**src/rtl/mux_rr_arbiter_pkg.sv**
```systemverilog
// -----------------------------------------------------------------------------
// mux_rr_arbiter_pkg
//   Shared definitions for the round-robin arbiter that drives the select of
//   an external 8x1 multiplexor: requester count, select width, the default
//   hold limit, state encodings, the debug view struct and a one-hot helper.
//   Optional feature macro used by the arbiter: MUX_ARB_TIMEOUT_EN.
// -----------------------------------------------------------------------------
package mux_rr_arbiter_pkg;

  // The requester count is fixed by the mux width and must not be changed.
  localparam int N_REQ    = 8;
  localparam int SEL_W    = 3;
  // Maximum consecutive grant cycles per requester (timeout build only).
  localparam int MAX_HOLD = 4;
  // Width of the saturating hold counter.
  localparam int HOLD_W   = 3;

  typedef enum logic {
    ST_IDLE  = 1'b0,
    ST_GRANT = 1'b1
  } arb_state_t;

  // Internal state exported for observation. hold_cnt reads zero when the
  // timeout feature is not built in.
  typedef struct packed {
    arb_state_t        state;
    logic [SEL_W-1:0]  ptr;
    logic [HOLD_W-1:0] hold_cnt;
  } arb_dbg_t;

  // One-hot vector with bit 'idx' set. The vector is indexed [0:N_REQ-1] so
  // that requester i always sits at index i.
  function automatic logic [0:N_REQ-1] onehot_sel(input logic [SEL_W-1:0] idx);
    logic [0:N_REQ-1] v;
    v      = '0;
    v[idx] = 1'b1;
    return v;
  endfunction

endpackage

```
**src/rtl/mux_rr_arbiter_rr_pick.sv**
```systemverilog
// -----------------------------------------------------------------------------
// rr_pick
//   Combinational round-robin search. Scans req starting at ptr, then
//   ptr+1, ... wrapping modulo N_REQ, and reports the first requester found.
// Ports
//   req  in  [0:N_REQ-1]  request vector
//   ptr  in  [SEL_W-1:0]  search start index
//   any  out 1            at least one request is present
//   win  out [SEL_W-1:0]  index of the first requester at or after ptr
// -----------------------------------------------------------------------------
module rr_pick
  import mux_rr_arbiter_pkg::*;
(
  input  logic [0:N_REQ-1] req,
  input  logic [SEL_W-1:0] ptr,
  output logic             any,
  output logic [SEL_W-1:0] win
);

  logic [SEL_W-1:0] idx;

  // Walk the offsets from farthest to nearest so that the nearest requester
  // (smallest offset from ptr) is the last assignment and therefore wins.
  // The index addition wraps naturally in SEL_W bits.
  always_comb begin
    any = 1'b0;
    win = ptr;
    idx = '0;
    for (int k = N_REQ - 1; k >= 0; k--) begin
      idx = ptr + SEL_W'(k);
      if (req[idx]) begin
        any = 1'b1;
        win = idx;
      end
    end
  end

endmodule

```
**src/rtl/mux_rr_arbiter.sv**
```systemverilog
// -----------------------------------------------------------------------------
// mux_rr_arbiter
//   Round-robin arbiter sharing one external 8x1 mux among 8 requesters.
//   Produces the mux select, one-hot grant strobes and a new-grant pulse.
//   All outputs are registered; reset is synchronous and active high.
//
//   Optional feature macro: MUX_ARB_TIMEOUT_EN
//     defined   - a grant is forcibly released after MAX_HOLD cycles
//     undefined - a grant lasts until the grantee drops its request
//
// Ports
//   clk        in   1            clock, all state updates on posedge
//   rst        in   1            synchronous active-high reset
//   req        in   [0:7]        request per requester, held while wanted
//   sel        out  [2:0]        mux select, index of current/last grantee
//   grant      out  [0:7]        one-hot grant, all zero when idle
//   valid      out  1            a grant is active (mux output meaningful)
//   grant_chg  out  1            one-cycle pulse on the first cycle of a grant
//   dbg        out  arb_dbg_t    state, search pointer and hold counter
//
// Handshake: a requester raises req[i] and keeps it high for as long as it
//   wants the mux. It owns the mux in every cycle where grant[i]=1 (valid=1).
//   Dropping req[i] while granted releases the mux at the next clock edge;
//   requests from other requesters never preempt the current grantee.
// -----------------------------------------------------------------------------
module mux_rr_arbiter
  import mux_rr_arbiter_pkg::*;
(
  input  logic             clk,
  input  logic             rst,
  input  logic [0:N_REQ-1] req,
  output logic [SEL_W-1:0] sel,
  output logic [0:N_REQ-1] grant,
  output logic             valid,
  output logic             grant_chg,
  output arb_dbg_t         dbg
);

  localparam logic [SEL_W-1:0] SEL_ONE = SEL_W'(1);

  arb_state_t       state;
  logic [SEL_W-1:0] ptr;
  logic [SEL_W-1:0] search_ptr;
  logic             keep;
  logic             any;
  logic [SEL_W-1:0] win;

`ifdef MUX_ARB_TIMEOUT_EN
  localparam logic [HOLD_W-1:0] HOLD_LIMIT = HOLD_W'(MAX_HOLD - 1);
  logic [HOLD_W-1:0] hold_cnt;
`endif

  // keep: the current grantee retains the mux across this edge.
  // search_ptr: on a release the search starts just past the released
  // grantee; in IDLE it starts at the stored pointer.
  always_comb begin
    keep = req[sel];
`ifdef MUX_ARB_TIMEOUT_EN
    if (hold_cnt == HOLD_LIMIT) keep = 1'b0;
`endif
    search_ptr = (state == ST_GRANT) ? (sel + SEL_ONE) : ptr;
  end

  rr_pick u_rr_pick (
    .req (req),
    .ptr (search_ptr),
    .any (any),
    .win (win)
  );

  always_ff @(posedge clk) begin
    if (rst) begin
      state     <= ST_IDLE;
      ptr       <= '0;
      sel       <= '0;
      grant     <= '0;
      valid     <= 1'b0;
      grant_chg <= 1'b0;
`ifdef MUX_ARB_TIMEOUT_EN
      hold_cnt  <= '0;
`endif
    end else begin
      case (state)
        ST_IDLE: begin
          grant_chg <= 1'b0;
          if (any) begin
            state     <= ST_GRANT;
            sel       <= win;
            grant     <= onehot_sel(win);
            valid     <= 1'b1;
            grant_chg <= 1'b1;
`ifdef MUX_ARB_TIMEOUT_EN
            hold_cnt  <= '0;
`endif
          end
        end
        ST_GRANT: begin
          if (keep) begin
            grant_chg <= 1'b0;
`ifdef MUX_ARB_TIMEOUT_EN
            if (hold_cnt != '1) hold_cnt <= hold_cnt + 1'b1;
`endif
          end else begin
            // Release: advance the pointer and hand over in the same edge
            // when someone else (or the same requester) is waiting.
            ptr <= search_ptr;
            if (any) begin
              sel       <= win;
              grant     <= onehot_sel(win);
              valid     <= 1'b1;
              grant_chg <= 1'b1;
`ifdef MUX_ARB_TIMEOUT_EN
              hold_cnt  <= '0;
`endif
            end else begin
              state     <= ST_IDLE;
              grant     <= '0;
              valid     <= 1'b0;
              grant_chg <= 1'b0;
            end
          end
        end
        default: begin
          state <= ST_IDLE;
        end
      endcase
    end
  end

  always_comb begin
    dbg.state    = state;
    dbg.ptr      = ptr;
`ifdef MUX_ARB_TIMEOUT_EN
    dbg.hold_cnt = hold_cnt;
`else
    dbg.hold_cnt = '0;
`endif
  end

endmodule

```
**config.mk**
```make
export PLATFORM = sky130hd
export DESIGN_NAME = mux_rr_arbiter
export DESIGN_NICKNAME = d
export VERILOG_FILES = /design/src/rtl/mux_rr_arbiter_pkg.sv /design/src/rtl/mux_rr_arbiter_rr_pick.sv /design/src/rtl/mux_rr_arbiter.sv
export SDC_FILE = /design/constraint.sdc
export NUM_CORES = 1
export LEC_CHECK = 0
export BUFFER_PORTS_ARGS = -buffer_cell sky130_fd_sc_hd__buf_2
export CAP_MARGIN = 20
export CORE_MARGIN = 2
export CORE_UTILIZATION = 57
export DETAILED_ROUTE_END_ITERATION = 8
export HOLD_SLACK_MARGIN = 0.02
export PLACE_DENSITY = 0.79
export SYNTH_ARGS = -nofsm -noshare
export SYNTH_HDL_FRONTEND = slang
export SYNTH_SLANG_ARGS = --single-unit
```
**constraint.sdc**
```tcl
create_clock -name clk -period 4.7 [get_ports clk]
set_clock_uncertainty 0.1 [all_clocks]
set_input_delay 0.47 -clock clk [delete_from_list [all_inputs] [get_ports clk]]
set_output_delay 0.47 -clock clk [all_outputs]
set_load 0.01 [all_outputs]
```
==> impl_metrics.toml, run 1 <==
[run_status]
status = "finished clean"

[cells_and_area]
nets = 253
antenna_cells = 0
final_area_mm2 = 0.001954
fillers = 272
areaGrowthSynthToFinish_pct = 8.097
drive_gt1_frac = 0.2343

[timing]
fin_crit_ns = 4.098
setup_viol = 0
setup_tns_ns = 0
slew_violations = 0
tightest_slew_ns = 0.6083
final-hold-violation-count = 0
rsz0062_at_grt = "no"
slew_headroom = 0.5902
max_freq_mhz = 244.0
finalCritPeriodShare = 0.8719

[routing]
vias = 1799
drtIter0Drc = 183
wl_per_cell_um = 15.95
finalWirelength_um = 4514
firstDrtPassIters = 5
via_per_inst = 6.357
drc = 0
ant_nets = 0

[clock_network]
postCtsHoldBufs = 0
clock_latency_ns = 0.29
root_buffer = "clkbuf_4"
htree_levels = 1
clockBufferDepth = 2
cts_tree = "built"
cts_resized = 0
cts.clk_slew.worst_paths_ns = 0.09
cts.sinks = 17
numCtsBuffers = 3
cts_setup_buffers = 0

[worst_setup_path]
cpMaxStageDelayCell = "mux4_1"
worst-r2r-cell-count = 12
arrival_ns = 4.20
cp_max_fo = 12
crit_family = "multiplexers"
crit_chain = "ha_1, mux2i_1, buf_4, ha_1, inv_1, xnor2_1, mux4_1, nand3b_4, o41ai_4, or2_1, nor2_1, a32o_2"
slowest_delay_ns = 0.70
critical_path_class = "reg2reg"
regToRegSetupSlack_ns = 0.60
critical_path_buf_inv_count = 2
crit_top_cell = "ha_1"
worst_ep_required_time_ns = 4.80
r2r_start = "sel[0]"
r2r-end = "grant[0]"
start_kind = "flip-flop"
cp-end-kind = "flip-flop"

[yosys]
synthCells = 219
yosys_most_used_dff = "dfxtp_1"
yosysTopAreaCellShare = 0.1882
seq_area_frac_synth = 0.1882
synth_edf_count = 0
async_flop_share = 0
synth.distinct_cells = 57
syn_avg_cell_area_um2 = 8.256
ys_warn_count = 0
ys_ff_latch = 17
synth_area_leaders = "dfxtp_1, nand3_1, mux4_2"
yosys.area.top_type = "dfxtp_1"
netlist_area_mm2 = 0.001808

[placement]
dp_hpwl_um = 3629
gp_congestion = 0.8701
io_buffers = 26
place_area_mm2 = 0.001927

[power]
peakVddDrop_uv = 356.7
cellPowerDensity_mw_per_mm2 = 766.1
power_leakage_nw = 0.8903

[floorplan]
die_h_um = 60.32
rows = 20
die_area_mm2 = 0.003639
initial_core_util = 0.5971
die_w_um = 60.32
boundaryPins = 30
coreArea_mm2 = 0.003028

[min_path]
hold_end = "valid"
hold_depth = 2
worstHoldPathType = "in2reg"
min-delay-start = "rst"

[flow_run]
drv_cap = 0

[global_route]
grt_first_pass_wirelength_um = 7472
track_usage = 0.2733
overflow = 0
grt_max_degree = 13
grt_pass1_vias = 1591
antenna_found_initial = 0
## worst reg2reg max path, stage by stage, from the launching register on
cell and delay, ns:
dfxtp_1 0.51, ha_1 0.33, mux2i_1 0.16, buf_4 0.20
ha_1 0.18, inv_1 0.08, xnor2_1 0.35, mux4_1 0.70
nand3b_4 0.21, o41ai_4 0.49, or2_1 0.32, nor2_1 0.11
a32o_2 0.28
## placed cells by master (no fill, tap or decap), types with 3 or more instances in the layout
cell	instances
nand3_1	27
a31oi_1	3
buf_2	26
a32o_2	4
a21oi_1	9
nand2b_1	3
conb_1	3
o41ai_1	4
or2_2	3
nor2_1	12
clkbuf_4	3
nor3_1	3
dfxtp_1	17
o21ai_0	11
buf_4	4
inv_1	5
and2_1	4
xnor2_1	4
nor2b_1	4
mux2i_1	11
nand2_1	23
ha_1	3
a211o_1	3
mux4_2	6
## cell type report
cell class                      count  area, um2  share of cell area
Clock buffer                        3      22.52             0.01152
Clock inverter                      1      5.005            0.002561
Inverter                            5      18.77            0.009603
Multi-Input combinational cell    183       1353              0.6921
Sequential cell                    17      340.3              0.1741
Tap cell                           44      55.05             0.02817
Timing Repair Buffer               30      160.2             0.08195
## cells in the mapped netlist, types with 5 or more instances
cell / instances
clkbuf_1: 5
nand2_1: 23
nand3_1: 27
dfxtp_1: 17
nor2_1: 12
inv_1: 5
buf_4: 5
o21ai_0: 11
mux4_2: 6
a21oi_1: 9
mux2i_1: 11
## registers in the layout, summed over array words and instances (netlist names)
signal,count
grant,8
ptr,3
sel,3
grant_chg,1
state,1
valid,1
## metrics by stage
step	power, mW	std cells	util	worst slack [ns]	hold WS (ns)
floorplan	1.086	221	-	0.7956	0.3758
global placement	1.400	279	0.6364	0.7516	0.3407
detailed placement	1.401	279	0.6364	0.6191	0.3457
CTS	1.482	283	0.6455	0.6162	0.3403
global route	1.623	283	0.6455	0.3744	0.3660
finish	1.497	283	0.6455	0.6020	0.3485
## layer usage
layer	share of wire	global-route usage	up-vias
li1	-	-	867
met1	0.44	0.3856	829
met2	0.48	0.4503	90
met3	0.069	0.01948	13
met4	0.019	0.07619	0
met5	0	0	-
## report_power, final
part           switching [mW]  internal (mW)  total (mW)
Clock                  0.0448         0.0317      0.0766
Combinational           0.709          0.493        1.20
Sequential             0.0366          0.183       0.219
Total                   0.790          0.707        1.50
## how the worst max path moves through the flow
stage	startpoint	to	slack (ns)	cells after the start
6_report	sel[0]	grant[0]	0.60	12
5_1_grt	sel[0]	grant[1]	0.37	12
4_1_cts	sel[0]	grant[0]	0.62	12
3_5_place_dp	sel[0]	grant[1]	0.62	12
3_3_place_gp	sel[0]	grant[0]	0.75	12
2_1_floorplan	sel[0]	grant[0]	0.80	13
## logic make-up (layout without fill, tap and decap cells)
kind of cell | Yosys count | after routing | share of synthesized area
adders and majority gates | 3 | 3 | 0.02076
DFF | 17 | 17 | 0.1882
xor gates and xnor gates | 6 | 6 | 0.02907
buffers and inverters | 21 | 39 | 0.06782
other | 1 | 3 | 0.002074
AOI/OAI and AO/OA | 54 | 54 | 0.2353
muxes | 20 | 20 | 0.1626
and+or+nand+nor | 97 | 97 | 0.2941
Power figures use the tool's default switching activity.
==> run 2: changes to the inputs <==
- ABC_AREA: not set -> 1
- CORE_UTILIZATION: 57 -> 56
- PLACE_DENSITY: 0.79 -> 0.78
==> impl_metrics.toml, run 2 <==
[run_status]
status = "finished clean"

[timing]
setup_viol = 0
max_freq_mhz = 333.1
final-hold-violation-count = 0
slew_violations = 0
fin_crit_ns = 3.002
tightest_slew_ns = 0.6236
finalCritPeriodShare = 0.6388
slew_headroom = 0.5827
rsz0062_at_grt = "no"
hold-worst-slack_ns = 0.3643
setup_tns_ns = 0

[worst_setup_path]
cp-end-kind = "flip-flop"
arrival_ns = 3.13
regToRegSetupSlack_ns = 1.70
critical_path_class = "reg2reg"
cp_max_fo = 10
worst-r2r-cell-count = 21
start_kind = "flip-flop"
worst_ep_required_time_ns = 4.82
r2r-end = "grant[1]"
r2r_start = "sel[0]"

[yosys]
ys_ff_latch = 17
yosysTopAreaCellShare = 0.2281
ys_warn_count = 0
synth_edf_count = 0
seq_area_frac_synth = 0.1951
yosys.area_share.simple = 0.5581
synth_compound_area_frac = 0.09326
synth_top_family_by_area = "simple AND/OR/NAND/NOR gates"
async_flop_share = 0
yosys.area.top_type = "nand2_1"
synthCells = 299
muxShareOfSynthArea = 0
synth_area_leaders = "nand2_1, dfxtp_1, nand3_1"
syn_avg_cell_area_um2 = 5.833
synth-adder-area-share = 0.02152
synth_common_cells = "nand2_1, nand3_1, inv_1"
yosysMostFrequentCell = "nand2_1"
yosys_most_used_dff = "dfxtp_1"
synth_xor_xnor_area_share = 0
netlist_area_mm2 = 0.001744
synth.distinct_cells = 30

[min_path]
worstHoldPathType = "reg2reg"
hold_end = "grant[2]"
hold_depth = 2
min-delay-start = "grant[2]"

[clock_network]
cts_tree = "built"
htree_levels = 1
clock_latency_ns = 0.29
cts_setup_buffers = 0
cts_resized = 0
cts.clk_slew.worst_paths_ns = 0.10
clockBufferDepth = 2
cts.sinks = 17
root_buffer = "clkbuf_4"
postCtsHoldBufs = 0
numCtsBuffers = 3

[cells_and_area]
final_common_cell = "nand2_1"
final_cell_mix = "nand2_1, nand3_1, inv_1"
largest_reg_flops = 8
fin_util = 0.6271
fin_cells = 356
final_area_mm2 = 0.001883
top_register = "grant"
nets = 337
areaGrowthSynthToFinish_pct = 7.963
antenna_cells = 0
drive_gt1_frac = 0.2198
largestRegisters = "grant x8, ptr x3, sel x3"

[routing]
ant_nets = 0
vias = 1829
finalWirelength_um = 4195
drtIter0Drc = 93
wl_per_cell_um = 11.78
drc = 0
via_per_inst = 5.138
firstDrtPassIters = 4

[placement]
dp_hpwl_um = 3463
gp_congestion = 0.9243
place_area_mm2 = 0.001856
io_buffers = 26
post-place-cells = 352

[floorplan]
coreArea_mm2 = 0.003003
die_area_mm2 = 0.003577
die_h_um = 59.81
die_w_um = 59.81
initial_core_util = 0.5808
boundaryPins = 30
rows = 20

[global_route]
grt_pass1_vias = 1651
grt_max_degree = 14
track_usage = 0.2626
grt_first_pass_wirelength_um = 7251
antenna_found_initial = 0
overflow = 0

[power]
power_leakage_nw = 1.070
peakVddDrop_uv = 343.1
cellPowerDensity_mw_per_mm2 = 719.1

[flow_run]
drv_cap = 0
-- run 2: changes by cell type after synthesis, sizes merged, moves of 5 or more --
cell	change
nand2	+106
inv	+36
nand3	+21
mux2i	-11
mux4	-7
nor2	+7
a21oi	+5
o41ai	-5
-- run 2: worst max-delay path, cell delays in order, from the launching register on --
cell and delay (ns):
dfxtp_1 0.53, ha_1 0.30, inv_1 0.07, nand2_1 0.06
nand2_2 0.20, ha_1 0.30, inv_1 0.11, nand3_1 0.10
nand2_1 0.10, nand2_1 0.08, nand2_2 0.10, o21a_1 0.12
nand2_1 0.05, nand2_1 0.06, nand2_1 0.04, nand2_1 0.05
nand2_1 0.07, nand2_1 0.06, nand2_1 0.11, nor2_2 0.14
nand2_1 0.06, a21oi_1 0.13
-- run 2: cell type report --
type	count	area [um2]
Timing Repair Buffer	26	130.1
Fill cell	291	1120
Multi-Input combinational cell	235	1185
Clock buffer	3	22.52
Tap cell	33	41.29
Inverter	41	158.9
Clock inverter	1	5.005
Sequential cell	17	340.3
-- run 2: how the worst max path moves through the flow --
stage           start  endpoint  slack, ns  cells past startpoint
2_1_floorplan  sel[0]  grant[7]       2.00                     22
3_3_place_gp   sel[0]  grant[1]       1.81                     21
3_5_place_dp   sel[0]  grant[6]       1.72                     20
4_1_cts        sel[0]  grant[6]       1.69                     20
5_1_grt        sel[0]  grant[6]       1.40                     20
6_report       sel[0]  grant[1]       1.70                     21
-- run 2: per-stage QoR --
stage	worst slack, ns	total power [mW]
finish	1.698	1.354
global route	1.397	1.520
CTS	1.690	1.354
detailed placement	1.717	1.272
global placement	1.814	1.263
floorplan	2.003	1.078
-- run 2: metal layers --
| layer | vias to the layer above | share of wire | global-route usage |
|---|---|---|---|
| met3 | 4 | 0.037 | 0.02381 |
| met1 | 806 | 0.48 | 0.3623 |
| li1 | 982 | - | - |
| met5 | - | 0 | 0 |
| met4 | 0 | 0.0083 | 0.06984 |
| met2 | 37 | 0.47 | 0.4363 |
-- run 2: cell families after synthesis --
kind of cell | Yosys count
buffers and inverters | 49
adders and majority gates | 3
AOI/OAI and AO/OA | 29
other | 1
and+or+nand+nor | 200
DFF | 17
-- run 2: report_power, final --
group / leakage, nW / switching (mW) / internal [mW] / total [mW]
registers: 0.140 / 0.0339 / 0.187 / 0.221
logic: 0.913 / 0.705 / 0.352 / 1.06
clock network: 0.0177 / 0.0441 / 0.0316 / 0.0758
total: 1.07 / 0.784 / 0.571 / 1.35
